### src/rtl/cmd_exec.sv
// Command responder: executes one bus command per accepted strobe and reports a done pulse.
// Single-cycle ops finish in one cycle; MULT/DIV/REM iterate W cycles while busy is high.
module cmd_exec #(
  parameter int W = 64
) (
  input  logic         clk,
  input  logic         rst,
  input  logic         rdy,
  input  logic [2:0]   cmd,
  input  logic [W-1:0] opd1,
  input  logic [W-1:0] opd2,
  output logic         done,
  output logic [2:0]   done_cmd,
  output logic [W-1:0] result,
  output logic         err,
  output logic         busy,
  output logic         ovr,
  output logic [1:0]   state_dbg
);

  localparam int CW = (W > 1) ? $clog2(W) : 1;

  localparam logic [2:0] C_RST  = 3'd0;
  localparam logic [2:0] C_INIT = 3'd1;
  localparam logic [2:0] C_ADD  = 3'd2;
  localparam logic [2:0] C_SUB  = 3'd3;
  localparam logic [2:0] C_MULT = 3'd4;
  localparam logic [2:0] C_DIV  = 3'd5;
  localparam logic [2:0] C_HLT  = 3'd7;

  typedef enum logic [1:0] {S_UNINIT, S_READY, S_ITER, S_HALTED} state_t;

  state_t         state, state_n;
  logic [CW-1:0]  cnt, cnt_n;
  logic [2:0]     op, op_n;
  logic [W-1:0]   a, a_n, b, b_n, acc, acc_n;
  logic           done_n, err_n, ovr_n;
  logic [2:0]     done_cmd_n;
  logic [W-1:0]   result_n;

  // Datapath for one iteration. MULT: acc += a when b[0], a<<=1, b>>=1.
  // DIV/REM: acc is the partial remainder, b shifts dividend bits out and quotient bits in.
  logic [W:0]     rs;
  logic           sub_ok;
  logic [W-1:0]   diff, mul_acc;

  assign rs      = {acc, b[W-1]};
  assign sub_ok  = rs >= {1'b0, a};
  assign diff    = rs[W-1:0] - a;
  assign mul_acc = b[0] ? acc + a : acc;

  assign busy      = (state == S_ITER);
  assign state_dbg = state;

  // Handshake: a command is taken at a rising edge with rdy=1 and busy=0; rdy=1 with
  // busy=1 drops the command and raises ovr for one cycle. Each taken command yields
  // exactly one done pulse carrying its code, result and err.
  always_comb begin
    state_n    = state;
    cnt_n      = cnt;
    op_n       = op;
    a_n        = a;
    b_n        = b;
    acc_n      = acc;
    done_n     = 1'b0;
    err_n      = 1'b0;
    ovr_n      = 1'b0;
    done_cmd_n = done_cmd;
    result_n   = result;

    if (state == S_ITER) begin
      ovr_n = rdy;
      cnt_n = cnt + CW'(1);
      if (op == C_MULT) begin
        acc_n = mul_acc;
        a_n   = a << 1;
        b_n   = b >> 1;
      end else begin
        acc_n = sub_ok ? diff : rs[W-1:0];
        b_n   = {b[W-2:0], sub_ok};
      end
      if (cnt == CW'(W - 1)) begin
        done_n     = 1'b1;
        done_cmd_n = op;
        state_n    = S_READY;
        result_n   = (op == C_MULT) ? acc_n : (op == C_DIV) ? b_n : acc_n;
      end
    end else if (rdy) begin
      done_n     = 1'b1;
      done_cmd_n = cmd;
      case (state)
        S_UNINIT: begin
          if (cmd == C_INIT) begin
            result_n = opd1;
            state_n  = S_READY;
          end else if (cmd == C_RST) begin
            result_n = '0;
          end else begin
            err_n = 1'b1;
          end
        end
        S_READY: begin
          case (cmd)
            C_RST: begin
              result_n = '0;
              state_n  = S_UNINIT;
            end
            C_INIT: result_n = opd1;
            C_ADD:  result_n = opd1 + opd2;
            C_SUB:  result_n = opd1 - opd2;
            C_HLT:  state_n  = S_HALTED;
            default: begin
              if (cmd != C_MULT && opd2 == '0) begin
                // Divide by zero completes immediately without iterating.
                err_n    = 1'b1;
                result_n = (cmd == C_DIV) ? '1 : opd1;
              end else begin
                done_n     = 1'b0;
                done_cmd_n = done_cmd;
                op_n       = cmd;
                cnt_n      = '0;
                acc_n      = '0;
                a_n        = (cmd == C_MULT) ? opd1 : opd2;
                b_n        = (cmd == C_MULT) ? opd2 : opd1;
                state_n    = S_ITER;
              end
            end
          endcase
        end
        default: begin
          if (cmd == C_RST) begin
            result_n = '0;
            state_n  = S_UNINIT;
          end else if (cmd == C_INIT) begin
            result_n = opd1;
            state_n  = S_READY;
          end else begin
            err_n = 1'b1;
          end
        end
      endcase
    end
  end

  always_ff @(posedge clk) begin
    if (!rst) begin
      state    <= S_UNINIT;
      cnt      <= '0;
      op       <= '0;
      a        <= '0;
      b        <= '0;
      acc      <= '0;
      done     <= 1'b0;
      done_cmd <= '0;
      result   <= '0;
      err      <= 1'b0;
      ovr      <= 1'b0;
    end else begin
      state    <= state_n;
      cnt      <= cnt_n;
      op       <= op_n;
      a        <= a_n;
      b        <= b_n;
      acc      <= acc_n;
      done     <= done_n;
      done_cmd <= done_cmd_n;
      result   <= result_n;
      err      <= err_n;
      ovr      <= ovr_n;
    end
  end

endmodule

### config.mk
export PLATFORM = sky130hd
export DESIGN_NAME = cmd_exec
export DESIGN_NICKNAME = d
export VERILOG_FILES = /design/src/rtl/cmd_exec.sv
export SDC_FILE = /design/constraint.sdc
export NUM_CORES = 2
export LEC_CHECK = 0
export ABC_AREA = 1
export ABC_CLOCK_PERIOD_IN_PS = 10000
export BUFFER_PORTS_ARGS = -buffer_cell sky130_fd_sc_hd__buf_2
export CORE_UTILIZATION = 33
export DETAILED_ROUTE_END_ITERATION = 16
export MAX_ROUTING_LAYER = met4
export PLACE_DENSITY = 0.47
export SLEW_MARGIN = 25
export SYNTH_ARGS = -nofsm -noshare
export SYNTH_HDL_FRONTEND = slang
export SYNTH_SLANG_ARGS = --single-unit
export TNS_END_PERCENT = 100
### constraint.sdc
create_clock -name clk -period 10 [get_ports clk]
set_clock_uncertainty 0.1 [all_clocks]
set_input_delay 0.5 -clock clk [delete_from_list [all_inputs] [get_ports clk]]
set_output_delay 0.5 -clock clk [all_outputs]
set_load 0.02 [all_outputs]
==> impl_metrics.json <==
{
  "power_frac_comb_pct": 61.7,
  "worst_path_most_repeated_cell": "sky130_fd_sc_hd__nand2_1",
  "horizontal_die_dimension_um": 339.8,
  "route.vias.total": 45720,
  "placement.setup.worst_slack_ns": 3.959,
  "boundaryPins": 207,
  "portBuffers": 206,
  "core_um2": 112800,
  "max_cap_viol_count": 0,
  "floorplan.initialDensity_pct": 33.38,
  "postSynthCellCount": 7173,
  "cts-buffers-inserted": 31,
  "cts_tree": "done",
  "gr-usage-all-layers_pct": 33.75,
  "placementRows": 123,
  "internal-power_mw": 2.862,
  "grt.met1_usage_pct": 45.91,
  "total_power_mw": 6.480,
  "via_per_inst": 5.253,
  "fin_crit_sh_pct": 53.73,
  "drt-total-wl_um": 196100,
  "nNetsFinal": 7508,
  "power_density_nw_per_um2": 159.3,
  "wire_length_of_the_first_global_routing_pass_um": 283200,
  "syn-cell-area_um2": 37660,
  "leading_cell_type_in_the_layout_fill_and_taps_excluded": "sky130_fd_sc_hd__nand2_1",
  "run_status": "complete, no violations",
  "final_cell_mix": "sky130_fd_sc_hd__nand2_1, sky130_fd_sc_hd__inv_1, sky130_fd_sc_hd__nor2_1",
  "achievable-frequency_mhz": 186.1,
  "netSwitchingFraction_pct": 55.84,
  "drive_above_1_share_pct": 5.432,
  "h_tree_levels": 1,
  "cts-root-to-sink-buffers": 3,
  "fin_worst_hold_slack_ns": 0.1417,
  "drt-pass1-iter-count": 6,
  "setup_violations": 0,
  "antenna_left": 0,
  "layout-area-overhead-vs-synth_pct": 8.037,
  "postCtsHoldBufs": 0,
  "number_of_global_route_vias_before_repair": 42300,
  "dieArea_um2": 115500,
  "post_cts.resized_instances": 0,
  "period_needed_ns": 5.373,
  "category_of_the_worst_setup_path_capture_point": "register",
  "slew_headroom_pct": 27.02,
  "rsz_0062_raised_after_global_routing": "false",
  "postCtsSetupRepairBufs": 0,
  "synth_area_per_cell_um2": 5.250,
  "clk_network_pwr_share_pct": 18.9,
  "synthArstFlopShare_pct": 0,
  "max_stage_delay_ns": 0.55,
  "synth-seq-area-share_pct": 14.51,
  "globalRoute.totalOverflow": 0,
  "grt_antenna_before_repair": 17,
  "detailed_place_hpwl_um": 161500,
  "static_leakage_nw": 21.45,
  "cp.required_ns": 10.46,
  "finalSetupTns_ns": 0,
  "tightest_slew_ns": 1.093,
  "drt_iter0_drc": 4538,
  "max_slew_vio_count": 0,
  "die-height_um": 339.8,
  "yosys_warnings": 0,
  "post_synth_num_cell_types": 58,
  "ctsRootBufferMaster": "sky130_fd_sc_hd__clkbuf_16",
  "setup_slack_of_the_critical_path_after_layout_ns": 4.627,
  "groute.layer.met3.usage_pct": 2.396,
  "syn_nets": 7506,
  "post_synth_edffs": 0,
  "synth.ff_latch_count": 273,
  "gr-max-usage-layer": "met2",
  "start_kind": "input port",
  "global_placer_s_final_weighted_congestion": 1.082,
  "clkSlewWorstSetupHoldPaths_ns": 0.07,
  "crit_path_top_delay_cell": "sky130_fd_sc_hd__buf_4",
  "min-delay-path-class": "in -> reg",
  "ys_dominant_reg_cell": "sky130_fd_sc_hd__dfxtp_1",
  "crit_path_max_fanout": 48,
  "clk_latency_ns": 0.62,
  "worst_ir_drop_vdd_v": 0.0001788,
  "cts.sinks": 273,
  "pin_count_of_the_biggest_net_entering_global_routing": 167,
  "gr-usage-met2_pct": 51.60,
  "wl_per_cell_um": 22.53,
  "worstPathArrival_ns": 5.83,
  "drt_drc_violations_left": 0,
  "hold_violations": 0,
  "timing.setup.critical_path_class": "in -> reg",
  "power.share.sequential_pct": 19.4,
  "switching_power_mw": 3.618
}
power by group through the flow:
stage / Sequential, mW / Combinational [mW] / Clock [mW]
floorplan: 1.26 / 2.42 / 0
global placement: 1.28 / 3.89 / 0
detailed placement: 1.27 / 3.89 / 0
CTS: 1.25 / 3.91 / 1.25
global route: 1.26 / 4.34 / 1.29
finish: 1.25 / 4.00 / 1.23
cells in the mapped netlist (13+ instances only):
library cell	number	area (um2)
sky130_fd_sc_hd__buf_4	19	142.6
sky130_fd_sc_hd__buf_2	18	90.09
sky130_fd_sc_hd__o21bai_1	35	262.8
sky130_fd_sc_hd__inv_1	1189	4463
sky130_fd_sc_hd__nor3_1	54	270.3
sky130_fd_sc_hd__nor2_1	668	2507
sky130_fd_sc_hd__nand3b_1	43	322.8
sky130_fd_sc_hd__nand3_1	389	1947
sky130_fd_sc_hd__o21ai_1	67	335.3
sky130_fd_sc_hd__nand4_1	129	807.0
sky130_fd_sc_hd__xor2_1	62	543.0
sky130_fd_sc_hd__o211ai_1	62	465.5
sky130_fd_sc_hd__buf_6	24	270.3
sky130_fd_sc_hd__buf_1	27	101.4
sky130_fd_sc_hd__dfxtp_1	273	5465
sky130_fd_sc_hd__nand2_1	2353	8832
sky130_fd_sc_hd__ha_1	196	2452
sky130_fd_sc_hd__o221ai_1	15	131.4
sky130_fd_sc_hd__inv_2	13	48.80
sky130_fd_sc_hd__o21ai_0	555	2778
sky130_fd_sc_hd__nor4_1	13	81.33
sky130_fd_sc_hd__a21oi_1	545	2728
sky130_fd_sc_hd__a31oi_1	35	219.0
sky130_fd_sc_hd__a21oi_2	32	280.3
sky130_fd_sc_hd__xnor2_1	62	543.0
sky130_fd_sc_hd__clkbuf_1	180	675.7
path summary, 6_finish.rpt:
kind | from | endpoint | slack [ns] | depth (start not counted)
max | cmd[1] | result[53]$_SDFFE_PN0P_ | 4.63 | 25
min | rdy | ovr$_SDFF_PN0_ | 0.14 | 3
min reg2reg | b[14]$_SDFFE_PN0P_ | b[14]$_SDFFE_PN0P_ | 0.37 | 2
max reg2reg | a[7]$_SDFFE_PN0P_ | result[40]$_SDFFE_PN0P_ | 5.24 | 16
worst max-delay path, delay by kind of cell:
| family | cells | cell delay, ns |
|---|---|---|
| simple gates | 12 | 1.77 |
| buf+inv | 5 | 1.46 |
| xor+xnor | 1 | 0.23 |
| fa+ha+maj | 1 | 0.39 |
| compound gates | 6 | 1.41 |
per-layer routing:
layer  wire, um  up-vias
met2      84540     1639
met4       9120        0
met3      11810      282
met1      90660    21010
li1           -    22790
met5          0        -
sequential cells by signal (all words and copies together), names as in the netlist:
name,flops
a,64
acc,64
b,64
cnt,6
done,1
done_cmd,3
err,1
op,3
ovr,1
result,64
state_dbg,2
cell families after synthesis:
logic type | share of synthesized area (%)
flip-flops | 14.51
XOR/XNOR | 2.884
AO/OA/AOI/OAI | 19.76
AND/OR/NAND/NOR | 40.71
adder cells (fa/ha/maj) | 6.672
buffers and inverters | 15.47
layout make-up:
| type | instances | area, um2 |
|---|---|---|
| Tap cell | 1500 | 1877 |
| Clock buffer | 45 | 898.4 |
| Inverter | 1206 | 4544 |
| Timing Repair Buffer | 238 | 1310 |
| Clock inverter | 11 | 141.4 |
| Antenna cell | 6 | 15.01 |
| Fill cell | 13210 | 72120 |
| Multi-Input combinational cell | 5425 | 26430 |
| Sequential cell | 273 | 5466 |
metrics by stage:
step / cells / util, % / cell area [um2]
CTS: 8697 / 36.03 / 40640
global placement: 8641 / 35.11 / 39600
global route: 8703 / 36.06 / 40680
finish: 8704 / 36.07 / 40690
detailed placement: 8641 / 35.11 / 39600
floorplan: 7173 / - / 37660
No activity file was read; power rests on OpenSTA's default activity.
